===== config.mk =====
export PLATFORM = sky130hd
export DESIGN_NAME = axis_video_blend
export DESIGN_NICKNAME = d
export VERILOG_FILES = /design/src/rtl/axis_video_blend.sv
export SDC_FILE = /design/constraint.sdc
export NUM_CORES = 1
export LEC_CHECK = 0
export CORE_MARGIN = 3
export CORE_UTILIZATION = 40
export DETAILED_ROUTE_END_ITERATION = 7
export PLACE_DENSITY = 0.59
export SLEW_MARGIN = 20
export SYNTH_ARGS = -nofsm -noshare
export SYNTH_HDL_FRONTEND = slang
export SYNTH_SLANG_ARGS = --single-unit

===== constraint.sdc =====
create_clock -name axis_clk -period 6.6 [get_ports axis_clk]
set_input_delay 1.32 -clock axis_clk [delete_from_list [all_inputs] [get_ports axis_clk]]
set_output_delay 1.32 -clock axis_clk [all_outputs]
set_load 0.02 [all_outputs]

===== src/rtl/axis_video_blend.sv =====
// Two-input AXI4-Stream video alpha blender.
// Resynchronises both sources to a common start-of-frame before blending,
// latches alpha and mode on every SOF beat, and drives a single fully
// back-pressured output register at one pixel per clock.
module axis_video_blend #(
  parameter int COMP_WIDTH  = 8,
  parameter int NUM_COMP    = 3,
  parameter int USER_WIDTH  = 1,
  parameter int ALPHA_WIDTH = 8
) (
  input  logic                             axis_clk,
  input  logic                             aresetn,
  input  logic [ALPHA_WIDTH-1:0]           alpha,
  input  logic [1:0]                       mode,
  input  logic [COMP_WIDTH*NUM_COMP-1:0]   s_axis_tdata_vid0,
  input  logic                             s_axis_tvalid_vid0,
  output logic                             s_axis_tready_vid0,
  input  logic                             s_axis_tlast_vid0,
  input  logic [USER_WIDTH-1:0]            s_axis_tuser_vid0,
  input  logic [COMP_WIDTH*NUM_COMP-1:0]   s_axis_tdata_vid1,
  input  logic                             s_axis_tvalid_vid1,
  output logic                             s_axis_tready_vid1,
  input  logic                             s_axis_tlast_vid1,
  input  logic [USER_WIDTH-1:0]            s_axis_tuser_vid1,
  output logic [COMP_WIDTH*NUM_COMP-1:0]   m_axis_tdata,
  output logic                             m_axis_tvalid,
  input  logic                             m_axis_tready,
  output logic                             m_axis_tlast,
  output logic [USER_WIDTH-1:0]            m_axis_tuser,
  output logic                             frame_locked,
  output logic                             sync_err
);

  localparam int DATA_WIDTH = COMP_WIDTH * NUM_COMP;
  // Wide enough for v0*alpha + v1*(2^A - alpha) without overflow.
  localparam int PROD_WIDTH = COMP_WIDTH + ALPHA_WIDTH + 1;
  localparam logic [ALPHA_WIDTH-1:0] ALPHA_HALF = ALPHA_WIDTH'(1) << (ALPHA_WIDTH - 1);
  localparam logic [ALPHA_WIDTH:0]   ALPHA_ONE  = (ALPHA_WIDTH+1)'(1) << ALPHA_WIDTH;

  typedef enum logic {
    ST_SYNC = 1'b0,
    ST_RUN  = 1'b1
  } state_t;

  state_t                 state_reg;
  logic [ALPHA_WIDTH-1:0] alpha_reg;
  logic [1:0]             mode_reg;
  // Keeps the input treadys low while reset is held and for the first edge after.
  logic                   active_reg;

  logic                   sof0;
  logic                   sof1;
  logic                   both_valid;
  logic                   user_match;
  logic                   slot_free;
  logic                   join_beat;
  logic                   user_err;
  logic                   last_err;
  logic                   frame_sof;
  logic [ALPHA_WIDTH-1:0] alpha_eff;
  logic [ALPHA_WIDTH:0]   alpha_inv;
  logic [1:0]             mode_eff;
  logic [DATA_WIDTH-1:0]  blend_data;
  logic [DATA_WIDTH-1:0]  out_data_next;

  assign sof0       = s_axis_tvalid_vid0 & s_axis_tuser_vid0[0];
  assign sof1       = s_axis_tvalid_vid1 & s_axis_tuser_vid1[0];
  assign both_valid = s_axis_tvalid_vid0 & s_axis_tvalid_vid1;
  assign user_match = (s_axis_tuser_vid0[0] == s_axis_tuser_vid1[0]);
  assign slot_free  = ~m_axis_tvalid | m_axis_tready;

  assign join_beat  = (state_reg == ST_RUN) & both_valid & user_match & slot_free;
  assign user_err   = (state_reg == ST_RUN) & both_valid & ~user_match;
  assign last_err   = join_beat & (s_axis_tlast_vid0 != s_axis_tlast_vid1);

  // In SYNC each input drains non-SOF beats and parks on its SOF; in RUN both move together.
  always_comb begin
    s_axis_tready_vid0 = 1'b0;
    s_axis_tready_vid1 = 1'b0;
    if (state_reg == ST_SYNC) begin
      s_axis_tready_vid0 = active_reg & ~sof0;
      s_axis_tready_vid1 = active_reg & ~sof1;
    end else begin
      s_axis_tready_vid0 = join_beat;
      s_axis_tready_vid1 = join_beat;
    end
  end

  // The SOF pixel already uses the newly presented frame parameters.
  assign frame_sof = s_axis_tuser_vid0[0];
  assign alpha_eff = frame_sof ? alpha : alpha_reg;
  assign mode_eff  = frame_sof ? mode  : mode_reg;
  assign alpha_inv = ALPHA_ONE - {1'b0, alpha_eff};

  genvar gi;
  generate
    for (gi = 0; gi < NUM_COMP; gi++) begin : g_comp
      logic [COMP_WIDTH-1:0] v0_c;
      logic [COMP_WIDTH-1:0] v1_c;
      logic [PROD_WIDTH-1:0] acc;
      assign v0_c = s_axis_tdata_vid0[gi*COMP_WIDTH +: COMP_WIDTH];
      assign v1_c = s_axis_tdata_vid1[gi*COMP_WIDTH +: COMP_WIDTH];
      assign acc  = PROD_WIDTH'(v0_c) * PROD_WIDTH'(alpha_eff)
                  + PROD_WIDTH'(v1_c) * PROD_WIDTH'(alpha_inv);
      assign blend_data[gi*COMP_WIDTH +: COMP_WIDTH] = acc[ALPHA_WIDTH +: COMP_WIDTH];
    end
  endgenerate

  // Pass modes copy the selected source untouched; 11 falls back to blending.
  always_comb begin
    out_data_next = blend_data;
    case (mode_eff)
      2'b01:   out_data_next = s_axis_tdata_vid0;
      2'b10:   out_data_next = s_axis_tdata_vid1;
      default: out_data_next = blend_data;
    endcase
  end

  assign frame_locked = (state_reg == ST_RUN);

  // Sync FSM, frame parameter latch and the output register.
  always_ff @(posedge axis_clk or negedge aresetn) begin
    if (!aresetn) begin
      state_reg     <= ST_SYNC;
      alpha_reg     <= ALPHA_HALF;
      mode_reg      <= 2'b00;
      active_reg    <= 1'b0;
      sync_err      <= 1'b0;
      m_axis_tvalid <= 1'b0;
      m_axis_tdata  <= '0;
      m_axis_tlast  <= 1'b0;
      m_axis_tuser  <= '0;
    end else begin
      active_reg <= 1'b1;
      sync_err   <= 1'b0;

      if (join_beat) begin
        m_axis_tvalid <= 1'b1;
        m_axis_tdata  <= out_data_next;
        m_axis_tlast  <= s_axis_tlast_vid0 & s_axis_tlast_vid1;
        m_axis_tuser  <= s_axis_tuser_vid0 & s_axis_tuser_vid1;
      end else if (m_axis_tready) begin
        m_axis_tvalid <= 1'b0;
      end

      if (join_beat && frame_sof) begin
        alpha_reg <= alpha;
        mode_reg  <= mode;
      end

      case (state_reg)
        ST_SYNC: begin
          if (sof0 && sof1) begin
            state_reg <= ST_RUN;
          end
        end
        ST_RUN: begin
          if (user_err || last_err) begin
            sync_err  <= 1'b1;
            state_reg <= ST_SYNC;
          end
        end
        default: state_reg <= ST_SYNC;
      endcase
    end
  end

endmodule

After elaboration in Yosys (flattened, before gate mapping)
Cells that the tools add are included.

storage, ports and cells
  bits in registers = 40
  input port bits = 67
  output and inout port bits = 31
  word-level logic and storage cells = 57

operators by class
  $add $sub $neg = 4
  $mul = 6
  eq/ne operators = 4
  mux-type cells = 12
  bitwise logic cells = 18
  reductions and logical operators = 4

operators by type and width
  operator                                         count
  adder 16 bit                                     3
  multiplier 8 x 8 -> 16 bit                       3
  multiplier 8 x 9 -> 16 bit                       3
  one-hot mux 24 bit (2 select lines)              1
  bitwise AND 1 bit                                12
  subtractor 9 x 8 -> 9 bit, first input constant  1
  two-way mux 1 bit                                8
  two-way mux 8 bit                                1
  NOT 1 bit                                        5
  == test 2 x 1 -> 1 bit, second input constant    1
  == test 2 bit, second input constant             1
  logical AND 1 bit                                2
  two-way mux 2 bit                                1
  one-hot mux 1 bit (2 select lines)               1
  nonzero test 2 bit                               1
  == test 1 bit                                    1
  logical OR 1 bit                                 1
  inequality test 1 bit                            1
  bitwise OR 1 bit                                 1

Longest topological paths before layout
Gate-level depths: netlist (run 1).

  depth in word-level cells = 8
  gate-level depth with buffers = 28
  mapped depth without buffers = 25

Worst setup path before layout (run 1)
Ideal clock, no wire load.

  kind = in2reg
  from = input s_axis_tuser_vid0
  to = register m_axis_tdata[7]
  library setup time = 0.131 ns
  arrival = 7.781 ns
  required time = 6.469 ns
  setup slack = -1.312 ns
  cell stages on the path = 27
  path buffers = 3
  cells stage by stage = buf_4 -> buf_4 -> mux2_4 -> inv_1 -> nand2_1 -> nor4_1 -> xor2_1 -> buf_2 -> nor2b_1 -> fa_1 -> inv_1 -> fa_1 -> inv_1 -> fa_1 -> fa_1 -> fa_1 -> inv_1 -> fa_1 -> inv_1 -> ha_1 -> nor3_1 -> o21ai_0 -> o31a_1 -> a41o_1 -> o41ai_4 -> nor2_1 -> or3_1

on the way
  word-level cells in the longest chain between the ends = 5
  elaborated cells on any way between the ends = 12
  classes of those cells = add/sub: 2; mul: 2; eq/ne: 3; mux: 3; bitwise: 2

ends and longest elaborated chain
  item                                 RTL line  text
  start, declared                      19        input logic [USER_WIDTH-1:0] s_axis_tuser_vid0,
  two-way mux 8 bit                    91        assign alpha_eff = frame_sof ? alpha : alpha_reg;
  subtractor 9 x 8 -> 9 bit            93        assign alpha_inv = ALPHA_ONE - {1'b0, alpha_eff};
  multiplier 8 x 9 -> 16 bit           104       + PROD_WIDTH'(v1_c) * PROD_WIDTH'(alpha_inv);
  adder 16 bit                         104
  one-hot mux 24 bit (2 select lines)  112       case (mode_eff)
  end signal, assigned                 139       m_axis_tdata <= out_data_next;
  end, declared                        25        output logic [COMP_WIDTH*NUM_COMP-1:0] m_axis_tdata,

Several ways; a longest one is shown, not always the timed one.
A chain may end at the register's enable or synchronous reset.

Final worst setup path (run 1)
Ends and elaborated chain as after synthesis.

==> results of run 1 <==
-- cell usage after synthesis, drive strengths merged (3+ instances only) --
library cell / n / area (µm²)
a21oi: 15 / 82.6
buf: 27 / 111
nand2: 196 / 736
o21a: 5 / 37.5
o21ai: 44 / 228
a21o: 15 / 113
nor4: 3 / 18.8
nor2b: 48 / 300
nor2: 11 / 41.3
ha: 179 / 2240
xor2: 12 / 105
dfrtp: 39 / 976
xnor2: 29 / 254
a211oi: 15 / 113
nor3: 7 / 35.0
a221oi: 14 / 123
mux2i: 4 / 40.0
mux2: 18 / 210
a22oi: 10 / 75.1
and2: 184 / 1150
fa: 303 / 6070
nand2b: 11 / 68.8
or3: 4 / 25.0
inv: 401 / 1510
nand3: 6 / 30.0
nand4: 6 / 37.5
clkbuf: 62 / 233
and3: 3 / 18.8
-- layer usage --
metal,GRT usage (%),vias up,share of wire (%)
li1,-,5581,-
met1,31.5,6055,46
met3,3.12,43,6.1
met2,33.6,313,46
met5,0,-,0
met4,5.28,0,2.4
-- per-stage QoR --
stage	instances	utilization, %	hold WS, ps
final	2450	52.3	477
after global routing	2450	52.3	503
after CTS	2432	51.0	484
after detailed placement	2397	48.8	469
after global placement	2397	48.8	460
after floorplan	1699	-	475
-- kinds of logic after synthesis --
family | synth area share (%)
xor gates and xnor gates | 2.36
and+or+nand+nor | 16.5
other | 0.0246
AOI/OAI and AO/OA | 6.29
adders and majority gates | 54.5
DFF | 6.57
muxes | 1.64
buffers and inverters | 12.1
-- cell type report --
| type | count | share of cell area [%] |
|---|---|---|
| Antenna cell | 1 | 0.0129 |
| Clock buffer | 5 | 0.646 |
| Clock inverter | 3 | 0.245 |
| Inverter | 401 | 7.81 |
| Multi-Input combinational cell | 1169 | 68.0 |
| Sequential cell | 40 | 5.17 |
| Tap cell | 504 | 3.26 |
| Timing Repair Buffer | 327 | 14.9 |
-- final timing paths --
kind / start / endpoint / slack (ps) / depth (start not counted)
min: m_axis_tdata[12] / m_axis_tdata[12] / 480 / 1
min in group asynchronous: aresetn / m_axis_tlast / 1040 / 1
max reg2reg: alpha_reg[4] / m_axis_tdata[7] / -40 / 24
max in group asynchronous: aresetn / m_axis_tdata[4] / 5130 / 1
max: s_axis_tuser_vid0 / m_axis_tdata[7] / -920 / 26
min reg2reg: m_axis_tdata[12] / m_axis_tdata[12] / 480 / 1
-- repair_timing --
action                                  4_1_cts  5_1_grt
endpoints found under the setup margin       24       24
gates resized for setup                     109       96
cloned                                        1        1
pin swaps                                    85       89
setup buffers                                26       24
==> flow_summary.ini, run 1 <==
[outcome]
status = complete, but fails checks
violations = negative setup slack

[grt]
grt_max_degree = 43
gr-total-overflow = 0
grt_antenna_before_repair = 1
grt_pass1_vias = 12800
grt_pass1_wl_um = 69400
track_usage_pct = 21.5

[floorplanning]
ios = 98
die_h_um = 201
rows = 70
coreArea_um2 = 37000
dieArea_um2 = 40500
initial_core_util_pct = 41.2
die_w_um = 201

[drt]
drc = 0
vias_per_cell = 4.89
routed_wl_um = 42800
dr.pass1.iters = 5
wl_per_cell_um = 17.5
vias = 12000
ant_nets = 0
dr.first_iter.drc_count = 632

[yosys]
postSynth.asyncResetShare_pct = 100
yosysSeqAreaShare_pct = 6.57
synth_flop_cell = dfrtp_1
yosys_register_bits = 40
syn-instance-count = 1699
syn_area_per_cell_um2 = 8.97
synth_fp_nets = 2248
ys_warn_count = 0
ys_types = 56
synth-edff-count = 0
synthesis.area_um2 = 15200

[clocking]
cts_root_buffer = clkbuf_16
cts.sinks = 40
hold_buffers = 0
clk_latency_ps = 310
htreeDepth = 2
clk_pin_slew_ps = 70
cts_buffer_depth = 2
cts_tree = yes
numCtsBuffers = 5

[timing]
min_period_over_period_pct = 114
hold_viol = 0
max_freq_mhz = 133
setup_viol = 24
relSlewSlack_pct = 48.5
finalCriticalPeriod_ps = 7520
fin_setup_tns_ps = -15190
tightest_slew_ps = 772
finalMaxSlewViolations = 0
worst_slack_ps = -916
rsz0062_at_grt = true
fin_worst_skew_ps = 6.76

[worst_setup_path]
startpoint_type = primary input
worstSetupPathType = primary input to register
crit_arrival_ps = 7700
worst-path-max-fanout = 5
cp.required_ps = 6780
slowest_delay_ps = 520
critical-path-slowest-cell = fa_1
worstSetupEndpointType = register
cp_common_cell = fa_1
critPathBufInv = 8
critPathTopFamily = adder cells

[layout]
post-route-cell-area_um2 = 19400
multi_input_area_um2 = 13200
mostFrequentLayoutCells = inv_1, fa_1, buf_4, nand2_1, and2_1
ff_latch_area_um2 = 1000
largest_register_ffs = 24
final_layout_size_suffix_gt1_share_pct = 20.6
final_common_cell = inv_1
fin_nets = 2493
syn2layout_area_growth_pct = 27.0
nFillCells = 3405

[worst_hold_path]
hold_path_class = register to register

[flow_run]
drv_cap = 0

[placement]
place_congestion = 0.836
placedInstanceArea_um2 = 18100
dp_slack_ps = -1830
dp_hpwl_um = 33700
io_buffers = 97
Power of run 1 is left out: the tool's default activity adds up to more than one toggle a clock period on the data nets, which glitch-free logic cannot reach.
==> run 2: changes to the inputs <==
Settings changed: CAP_MARGIN set to 0.
==> results of run 2 <==
Final layout, timing and power as in run 1 (identical DEF).
Power of run 2 is left out for the same reason.
